$ cat config.mk
export PLATFORM = sky130hd
export DESIGN_NAME = alu_share_arb
export DESIGN_NICKNAME = d
export VERILOG_FILES = /design/src/rtl/alu_share_arb.sv
export SDC_FILE = /design/constraint.sdc
export NUM_CORES = 1
export LEC_CHECK = 0
export BUFFER_PORTS_ARGS = -buffer_cell sky130_fd_sc_hd__buf_2
export CAP_MARGIN = 5
export CELL_PAD_IN_SITES_DETAIL_PLACEMENT = 0
export CELL_PAD_IN_SITES_GLOBAL_PLACEMENT = 2
export CORE_MARGIN = 3
export CORE_UTILIZATION = 32
export CTS_CLUSTER_SIZE = 14
export DETAILED_ROUTE_END_ITERATION = 8
export PLACE_DENSITY = 0.86
export REMOVE_ABC_BUFFERS = 1
export SLEW_MARGIN = 20
export SYNTH_ARGS = -nofsm -noshare
export SYNTH_HDL_FRONTEND = slang
export SYNTH_SLANG_ARGS = --single-unit
$ cat constraint.sdc
create_clock -name clk -period 4.5 [get_ports clk]
set_clock_uncertainty 0.2 [all_clocks]
set_input_delay 0.225 -clock clk [delete_from_list [all_inputs] [get_ports clk]]
set_output_delay 0.225 -clock clk [all_outputs]
set_load 0.01 [all_outputs]
$ cat src/rtl/alu_share_arb.sv
// Round-robin arbiter that time-shares one combinational ALU between two
// valid/ready clients, holding the registered result until the owner takes it.

module alu #(
  parameter int WIDTH = 32
) (
  input  logic [WIDTH-1:0] i_a,
  input  logic [WIDTH-1:0] i_b,
  input  logic [3:0]       i_op,
  output logic [WIDTH-1:0] o_result,
  output logic             o_illegal
);
  localparam int SHW = $clog2(WIDTH);

  logic [SHW-1:0] w_shamt;
  assign w_shamt = i_b[SHW-1:0];

  always_comb begin
    o_result  = '0;
    o_illegal = 1'b0;
    case (i_op)
      4'b0000: o_result = i_a + i_b;
      4'b0001: o_result = i_a - i_b;
      4'b0010: o_result = i_a << w_shamt;
      4'b0011: o_result = {{(WIDTH-1){1'b0}}, ($signed(i_a) < $signed(i_b))};
      4'b0100: o_result = {{(WIDTH-1){1'b0}}, (i_a < i_b)};
      4'b0101: o_result = i_a ^ i_b;
      4'b0110: o_result = i_a >> w_shamt;
      4'b0111: o_result = $signed(i_a) >>> w_shamt;
      4'b1000: o_result = i_a | i_b;
      4'b1001: o_result = i_a & i_b;
      default: o_illegal = 1'b1;
    endcase
  end
endmodule

module alu_share_arb #(
  parameter int WIDTH = 32
) (
  input  logic             clk,
  input  logic             rst_n,
  input  logic             req0_valid,
  output logic             req0_ready,
  input  logic [WIDTH-1:0] req0_a,
  input  logic [WIDTH-1:0] req0_b,
  input  logic [3:0]       req0_op,
  input  logic             req1_valid,
  output logic             req1_ready,
  input  logic [WIDTH-1:0] req1_a,
  input  logic [WIDTH-1:0] req1_b,
  input  logic [3:0]       req1_op,
  output logic             resp0_valid,
  input  logic             resp0_ready,
  output logic             resp1_valid,
  input  logic             resp1_ready,
  output logic [WIDTH-1:0] resp_result,
  output logic             resp_zero,
  output logic             resp_err,
  output logic             busy
);
  localparam logic [1:0] S_IDLE = 2'd0;
  localparam logic [1:0] S_EXEC = 2'd1;
  localparam logic [1:0] S_RESP = 2'd2;

  logic [1:0]       r_state;
  logic             r_last_grant;
  logic             r_owner;
  logic [WIDTH-1:0] r_a;
  logic [WIDTH-1:0] r_b;
  logic [3:0]       r_op;
  logic [WIDTH-1:0] r_result;
  logic             r_zero;
  logic             r_err;

  logic             w_idle;
  logic             w_grant0;
  logic             w_grant1;
  logic [WIDTH-1:0] w_alu_result;
  logic             w_alu_illegal;
  logic [WIDTH-1:0] w_result_final;
  logic             w_owner_ready;

  // A tie goes to whichever client did not win last; a lone requester always wins.
  assign w_idle   = rst_n && (r_state == S_IDLE);
  assign w_grant0 = w_idle && req0_valid && (!req1_valid || r_last_grant);
  assign w_grant1 = w_idle && req1_valid && (!req0_valid || !r_last_grant);

  assign req0_ready = w_grant0;
  assign req1_ready = w_grant1;

  alu #(.WIDTH(WIDTH)) u_alu (
    .i_a       (r_a),
    .i_b       (r_b),
    .i_op      (r_op),
    .o_result  (w_alu_result),
    .o_illegal (w_alu_illegal)
  );

  assign w_result_final = w_alu_illegal ? '0 : w_alu_result;
  assign w_owner_ready  = r_owner ? resp1_ready : resp0_ready;

  // Operand capture needs no reset: it is only consumed after a fresh accept.
  always_ff @(posedge clk) begin
    if (w_grant0) begin
      r_a  <= req0_a;
      r_b  <= req0_b;
      r_op <= req0_op;
    end else if (w_grant1) begin
      r_a  <= req1_a;
      r_b  <= req1_b;
      r_op <= req1_op;
    end
  end

  always_ff @(posedge clk) begin
    if (!rst_n) begin
      r_state      <= S_IDLE;
      r_last_grant <= 1'b1;
      r_owner      <= 1'b0;
      r_result     <= '0;
      r_zero       <= 1'b0;
      r_err        <= 1'b0;
    end else begin
      case (r_state)
        S_IDLE: begin
          if (w_grant0 || w_grant1) begin
            r_owner      <= w_grant1;
            r_last_grant <= w_grant1;
            r_state      <= S_EXEC;
          end
        end
        S_EXEC: begin
          r_result <= w_result_final;
          r_zero   <= (w_result_final == '0);
          r_err    <= w_alu_illegal;
          r_state  <= S_RESP;
        end
        S_RESP: begin
          if (w_owner_ready) begin
            r_state <= S_IDLE;
          end
        end
        default: r_state <= S_IDLE;
      endcase
    end
  end

  assign resp0_valid = (r_state == S_RESP) && !r_owner;
  assign resp1_valid = (r_state == S_RESP) && r_owner;
  assign resp_result = r_result;
  assign resp_zero   = r_zero;
  assign resp_err    = r_err;
  assign busy        = (r_state != S_IDLE);
endmodule

# Word level (Yosys, flattened, before mapping)
# Cells that the tools add are included.
# op_classes
n_addsub,2
mul,0
div,0
magnitude_cmp,2
eq_ne,13
n_shift,3
muxes,13
bitwise_logic,3
n_reduce_logical,22
# ops
cell,n
one-hot mux 32 bit (10 select lines),1
two-way mux 32 bit,5
less-than comparator 32 bit,2
adder 32 bit,1
bitwise AND 32 bit,1
zero test 32 bit,1
bitwise OR 32 bit,1
<< shifter 32 x 5 -> 32 bit,1
right shift 32 x 5 -> 32 bit,1
>>> shifter 32 x 5 -> 32 bit,1
subtractor 32 bit,1
bitwise XOR 32 bit,1
equality test 4 x 3 -> 1 bit (second input constant),4
OR reduction 10 bit,1
equality test 4 x 2 -> 1 bit (second input constant),2
equality test 4 bit (second input constant),2
two-way mux 4 bit,2
logical AND 1 bit,7
one-hot mux 2 bit (3 select lines),1
equality test 4 x 1 -> 1 bit (second input constant),1
zero test 1 bit,4
zero test 4 bit,1
two-way mux 2 bit,2
AND reduction 2 bit,2
8 further kinds,12
# totals
register_bits,106
latchBits,0
ramBits,0
mem_bits_ro,0
output_inout_bits,39
word_cells,67
mem_count,0

# Longest topological paths before layout
# Gate-level depths: netlist (run 1).
# depth
depth_word,7
ltp_mapped,18
depth_no_buf,14

# Modules after synthesis
# From an unflattened synthesis (run 1), not the netlist that was laid out.
# unflattened
cells_unflattened,1608
hier_area_um2,13474.2
# modules_own_cells
mod,instances,cells_each,area_per_inst_um2,seq_area_each_um2
alu,1,1280,8670.8,0.0
alu_share_arb,1,328,4803.4,2802.7

# Worst setup path after synthesis (run 1)
# Ideal clock, no wire load.
# synth_path
path_type,flip-flop to flip-flop
from,register r_b[1]
to,register r_zero (netlist: resp_zero)
setup_time_ns,0.096
t_arrival_ns,4.329
required_time_ns,4.204
slack_ns,-0.125
stages_incl_launch_ff,16
n_path_buf,3
period_less_slack_ns,4.625
cell_sequence,edfxtp_1 inv_2 buf_2 buf_2 buf_1 ha_1 a21o_1 and4_4 o2111ai_4 a2111oi_4 a21boi_2 o41a_1 o2bb2ai_1 or3_1 a2111o_1 o41ai_2
# synth_via
elab_chain_cells,4
# synth_lines
item,line_no,source
"start, declared",69,logic [WIDTH-1:0] r_b;
"start signal, assigned",106,r_b <= req0_b;
"start signal, assigned",110,r_b <= req1_b;
"subtractor 32 bit, or another cell as far along",23,4'b0001: o_result = i_a - i_b;
one-hot mux 32 bit (10 select lines) (*),21,case (i_op)
two-way mux 32 bit (*),99,assign w_result_final = w_alu_illegal ? '0 : w_alu_result;
zero test 32 bit (*),134,r_zero <= (w_result_final == '0);
"end signal, assigned",134,
"end, declared",72,logic r_zero;
# Every way passes the cells marked *; elsewhere a longest branch is shown, timed or not.
# A chain may end at the register's enable or synchronous reset.

# Worst setup path in the final report (run 1)
# layout_path
from,register r_b[0]
to,register r_zero (netlist: resp_zero)
# The elaborated chain is that of the path after synthesis.

==> impl_metrics.tcl, run 1 <==
set metrics [dict create \
    status "finished, final reports clean" \
    tns_ps 0 \
    start_util_pct 32.66 \
    cp.arrival_ps 4480 \
    portBuffers 180 \
    overflow 0 \
    worst_pin_slew_ps 1066 \
    synth.ff_latch_count 106 \
    htreeDepth 3 \
    slew_violations 0 \
    antenna_found_initial 1 \
    synth_top_family_by_area "compound AO/OA/AOI/OAI gates" \
    synth_area_per_cell_um2 7.554 \
    grt_pass1_wl_mm 105.7 \
    syn-cell-area_mm2 0.01419 \
    crit_type "reg -> reg" \
    ctsRootBufferMaster "clkbuf_16" \
    hp-class "in -> reg" \
    die_w_um 216.6 \
    end_kind "register" \
    cts_sinks 106 \
    yosys.area_share.simple_pct 23.80 \
    crit_family "compound AO/OA/AOI/OAI gates" \
    async_reset_ff_share_pct 0 \
    rsz0062_at_grt "false" \
    post_drt_wl_per_cell_um 24.73 \
    p_leak_uw 0.008316 \
    final_layout_size_suffix_gt1_share_pct 24.18 \
    synth-adder-area-share_pct 8.832 \
    finalNetCount 2548 \
    core_mm2 0.04346 \
    drt-pass1-iter-count 6 \
    timing.final.crit_share_pct 97.23 \
    cpPeakStageDelay_ps 470 \
    synthTopCellsByArea "edfxtp_1 14%, nand2_1 9.8%, ha_1 8.6%" \
    synth_mux_area_share_pct 13.76 \
    power_density_mw_per_mm2 281.9 \
    synth_cell_type_count 94 \
    grt_usage_pct 29.85 \
    clock_latency_ps 410 \
    hold_violations 0 \
    cp_max_fo 4 \
    die_h_um 216.6 \
    synth_compound_area_share_pct 25.83 \
    final_cell_mix "368 x nand2_1, 232 x buf_4, 180 x buf_2" \
    synth_top_cell_by_area "edfxtp_1" \
    synth_top_area_share_pct 14.39 \
    syn_inst 1879 \
    detail-route-antenna-nets 0 \
    drt_iter0_markers 1902 \
    antennaDiodeCount 0 \
    synth-xor-area-share_pct 0.7404 \
    peakVddDrop_uv 203.6 \
    critPathSlowestCell "edfxtp_1" \
    setup_viol 0 \
    synth_edf_count 68 \
    slew_headroom_pct 27.90 \
    dieArea_mm2 0.04692 \
    layout_commonest_cell "nand2_1" \
    io_pins 181 \
    fmax_mhz 228.5 \
    syn2layout_area_growth_pct 33.82 \
    first_global_vias 16300 \
    fillers 4481 \
    cts.reportedPaths.clkPinSlew_ps 80 \
    yosysSeqAreaShare_pct 19.74 \
    finalCriticalPeriod_ps 4375 \
    vias 16970 \
    viasPerCell 5.858 \
    ys_warn_count 0 \
    startpoint_type "register" \
    drt_wl_total_mm 71.63 \
    place_congestion 1.049 \
    rows 76 \
    cts_tree "done" \
    required_ps 4600 \
    grt_max_degree 75 \
    drv_cap 0 \
    p_total_uw 5355 \
    crit_buf_inv 0 \
    dp_hpwl_mm 57.04 \
    cts_buffer_depth 2 \
    synth_ff_type "edfxtp_1" \
    crit_chain "ha_1, fa_1, a21o_1, a221oi_4, o21ai_0, o21a_1, or2_2, a221o_1, a221oi_1, and4_1, nand4_1, o41ai_2" \
    numCtsBuffers 9 \
    drc 0 \
]
-- logic make-up (layout without fill, tap and decap cells) --
kind of cell / count (synthesis) / in the layout
mux: 134 / 134
simple gates: 752 / 752
flops: 106 / 106
buf+inv: 254 / 687
fa+ha+maj: 99 / 99
xor+xnor: 12 / 12
compound gates: 522 / 522
-- state kept, by name (all words and copies together), names as in the netlist --
| signal | cells |
|---|---|
| r_state | 2 |
| r_a | 32 |
| resp_err | 1 |
| resp_zero | 1 |
| r_b | 32 |
| r_op | 4 |
| resp_result | 32 |
| r_owner | 1 |
| r_last_grant | 1 |
-- layer usage --
metal	track usage, %	up-vias	wire length [um]
li1	-	7759	-
met1	42.11	8241	31640
met2	46.04	841	31230
met3	5.454	129	6235
met4	9.718	2	2518
met5	0	-	12
-- cells in the mapped netlist, drive strengths merged, types with 10 or more instances --
cell type  count
ha            97
o221ai        19
mux2i         59
o21a          10
a31oi         19
mux4          46
o2111ai       15
nor4          13
nor2         160
a221oi        16
a2111oi       10
dfxtp         38
buf           47
or3           14
mux2          29
a22oi         23
nor2b         22
clkbuf       100
o21ai         79
nand3         40
nand2b        13
nand4         10
o21bai        10
o22ai         18
and2          11
a211oi        36
a21o          14
nand2        369
o211ai        37
inv          105
a21oi        126
xnor2         11
nor3          41
edfxtp        68
and3          10
-- final cells by class --
class                   instances  area (um2)  share of cell area [%]
clock buffers                  10       229.0                   1.205
clock inverters                 6       90.09                  0.4742
inverters                     107       401.6                   2.114
multi-input cells            1519       10440                   54.94
flip-flops and latches        106        2803                   14.75
well taps                     585       732.0                   3.853
repair buffers                564        4304                   22.66
-- power by group --
part | switching [uW] | leakage, uW | internal [uW]
Clock | 416 | 0.000149 | 489
Combinational | 1840 | 0.00722 | 1320
Sequential | 119 | 0.000952 | 1160
-- stage by stage --
stage	cell area, um2	std cells	setup WS (ps)	utilization [%]	hold WS [ps]
2_1_floorplan	13560	1732	-1693	-	96.83
3_3_place_gp	17280	2743	245.8	39.76	239.9
3_5_place_dp	17280	2743	133.3	39.76	244.6
4_1_cts	18980	2897	82.23	43.67	30.73
5_1_grt	19000	2897	7.074	43.71	72.78
6_report	19000	2897	124.6	43.71	56.02
-- repair_timing --
item	in CTS	in global routing
buffers inserted	0	0
hold buffers	138	0
hold endpoints to repair	69	0
gates resized for setup	0	2
endpoints found under the setup margin	0	1
-- final timing paths --
check / start / endpoint / slack (ps) / cells past startpoint
max reg2reg: r_b[0]$_DFFE_PP_ / resp_zero$_SDFFE_PN0N_ / 120 / 12
max: r_b[0]$_DFFE_PP_ / resp_zero$_SDFFE_PN0N_ / 120 / 12
min reg2reg: resp_result[29]$_SDFFE_PN0N_ / resp_result[29]$_SDFFE_PN0N_ / 250 / 2
min: req1_valid / r_owner$_SDFFE_PN0P_ / 60 / 3
-- worst reg2reg max path, cell delays in order, from the launching register on --
cell and delay (ps):
edfxtp_1 470, ha_1 280, fa_1 410, a21o_1 220, a221oi_4 450, o21ai_0 220, o21a_1 210, or2_2 270
a221o_1 360, a221oi_1 380, and4_1 320, nand4_1 160, o41ai_2 320
Note: power is estimated with default switching activity, not from simulation.
==> run 2, diff against run 1 <==
--- a/config.mk
+++ b/config.mk
@@ -5,17 +5,19 @@
 export SDC_FILE = /design/constraint.sdc
 export NUM_CORES = 1
 export LEC_CHECK = 0
+export ABC_AREA = 1
 export BUFFER_PORTS_ARGS = -buffer_cell sky130_fd_sc_hd__buf_2
 export CAP_MARGIN = 5
 export CELL_PAD_IN_SITES_DETAIL_PLACEMENT = 0
 export CELL_PAD_IN_SITES_GLOBAL_PLACEMENT = 2
 export CORE_MARGIN = 3
-export CORE_UTILIZATION = 32
+export CORE_UTILIZATION = 28
 export CTS_CLUSTER_SIZE = 14
 export DETAILED_ROUTE_END_ITERATION = 8
-export PLACE_DENSITY = 0.86
+export PLACE_DENSITY = 0.85
 export REMOVE_ABC_BUFFERS = 1
 export SLEW_MARGIN = 20
 export SYNTH_ARGS = -nofsm -noshare
 export SYNTH_HDL_FRONTEND = slang
+export SYNTH_HIERARCHICAL = 1
 export SYNTH_SLANG_ARGS = --single-unit
==> impl_metrics.tcl, run 2 <==
set metrics [dict create \
    status "finished, final reports clean" \
    synth_ff_type "edfxtp_1" \
    viasPerCell 5.380 \
    layout_commonest_cell "nand2_1" \
    drt-pass1-iter-count 7 \
    start_util_pct 28.68 \
    pwr-share-seq_pct 25.4 \
    setup_viol 0 \
    synth_edf_count 68 \
    first_global_vias 17450 \
    grt_usage_pct 29.73 \
    drc 0 \
    die_h_um 233.9 \
    ys_warn_count 6 \
    drv_cap 0 \
    cpPeakStageDelay_ps 450 \
    holdWs_ps 52.67 \
    p_switching_uw 2566 \
    die_w_um 233.9 \
    synth_cell_type_count 52 \
    yosysSeqAreaShare_pct 19.28 \
    p_leak_uw 0.009162 \
    crit_type "reg -> reg" \
    p_total_uw 5034 \
    slew_violations 0 \
    worst_pin_slew_ps 988.2 \
    antennaDiodeCount 0 \
    numCtsBuffers 9 \
    ctsResizeCount 0 \
    yosysMostFrequentCell "nand2_1" \
    final_layout_size_suffix_gt1_share_pct 10.72 \
    htreeDepth 3 \
    syn2layout_area_growth_pct 21.25 \
    slew_headroom_pct 34.05 \
    core_mm2 0.05068 \
    clock_latency_ps 410 \
    post-place-cells 3357 \
    hold_violations 0 \
    cts_tree "done" \
    required_ps 4590 \
    final-instance-count-excl-fill 3499 \
    cts_sinks 106 \
    ctsRootBufferMaster "clkbuf_16" \
    overflow 0 \
    grt_max_degree 71 \
    power_density_mw_per_mm2 285.6 \
    critPathSlowestCell "fa_1" \
    drt_wl_total_mm 82.63 \
    vias 18830 \
    cp.arrival_ps 4150 \
    rsz0062_at_grt "false" \
    cp_max_fo 5 \
    dp_hpwl_mm 67.86 \
    peakVddDrop_uv 181.9 \
    clock_power_share_pct 18.6 \
    fmax_mhz 246.0 \
    drt_iter0_markers 2038 \
    end_kind "register" \
    finalNetCount 3063 \
    dieArea_mm2 0.05469 \
    rows 82 \
    post_cts.repair.setup_buffers 0 \
    syn-cell-area_mm2 0.01454 \
    finalCriticalPeriod_ps 4065 \
    async_reset_ff_share_pct 0 \
    synth_common_cells "927 x nand2_1, 374 x nand3_1, 291 x inv_1" \
    final_cell_mix "925 x nand2_1, 374 x nand3_1, 291 x inv_1" \
    combPwrFrac_pct 56.0 \
    timing.final.crit_share_pct 90.34 \
    antenna_found_initial 6 \
    crit_chain "inv_1, ha_1, inv_1, fa_1, nand2_1, nand3_1, nand3_1, nand2_1, nand2_1, nand3_1, nand2_1, nand2_1, o21ai_0, inv_1, nand2_1, o21ai_0, nand2_1, nor2_1, nand3_1, a21oi_1" \
    place_congestion 1.029 \
    synth.ff_latch_count 106 \
    grt_pass1_wl_mm 117.7 \
    portBuffers 180 \
    startpoint_type "register" \
    p_int_uw 2468 \
    synthTopCellsByArea "nand2_1 24%, edfxtp_1 14%, nand3_1 13%" \
    synth_area_per_cell_um2 5.672 \
    synth_top_cell_by_area "nand2_1" \
    swShare_pct 50.98 \
    post_drt_wl_per_cell_um 23.62 \
    io_pins 181 \
    synth_top_area_share_pct 23.93 \
    tns_ps 0 \
    cts_buffer_depth 2 \
    holdBufCountCts 126 \
    hp-class "in -> reg" \
    cts.reportedPaths.clkPinSlew_ps 90 \
    syn_inst 2563 \
    cpMostUsedCell "nand2_1" \
    detail-route-antenna-nets 0 \
]
-- run 2: final cells by class --
| type | count | area [um2] |
|---|---|---|
| clock buffers | 10 | 239.0 |
| clock inverters | 6 | 81.33 |
| fillers | 5834 | 33060 |
| inverters | 306 | 1161 |
| multi-input cells | 2037 | 9869 |
| flip-flops and latches | 106 | 2803 |
| well taps | 672 | 840.8 |
| repair buffers | 362 | 2633 |
-- run 2: power groups by stage --
stage	logic [uW]	registers [uW]	clock network (uW)
global route	3060	1290	986
detailed placement	2620	1300	0
CTS	2760	1280	961
global placement	2650	1300	0
floorplan	1490	1300	0
finish	2820	1280	934
-- run 2: cells by family after synthesis --
| kind of cell | synth area share, % |
|---|---|
| xor gates and xnor gates | 0.1205 |
| buffers and inverters | 12.94 |
| AOI/OAI and AO/OA | 12.35 |
| adders and majority gates | 8.624 |
| DFF | 19.28 |
| and+or+nand+nor | 46.69 |
-- run 2: path summary, 6_finish.rpt --
path	from	end	slack (ps)	cells after the start
min	req0_b[4]	r_b[4]$_DFFE_PP_	50	3
min reg2reg	resp_err$_SDFFE_PN0N_	resp_err$_SDFFE_PN0N_	270	2
max	r_a[0]$_DFFE_PP_	resp_zero$_SDFFE_PN0N_	430	20
max reg2reg	r_a[0]$_DFFE_PP_	resp_zero$_SDFFE_PN0N_	430	20
-- run 2: per-stage QoR --
stage	util, %	setup slack (ps)	instance area (um2)
global route	34.78	108.4	17630
detailed placement	31.66	561.5	16050
CTS	34.78	512.4	17630
finish	34.78	434.6	17630
floorplan	-	152.5	13820
global placement	31.66	382.9	16050
-- run 2: critical path, delay by kind of cell (launching register included) --
family	cells	cell delay, ps
fa+ha+maj	2	650
compound gates	3	530
simple gates	12	1600
flops	1	430
buf+inv	3	540
-- run 2: metal layers --
| layer | vias to the layer above | wire [um] | GRT usage, % |
|---|---|---|---|
| li1 | 8834 | - | - |
| met2 | 905 | 37410 | 48.13 |
| met4 | 4 | 2658 | 9.315 |
| met1 | 8956 | 35680 | 40.40 |
| met5 | - | 24 | 0 |
| met3 | 126 | 6855 | 4.981 |
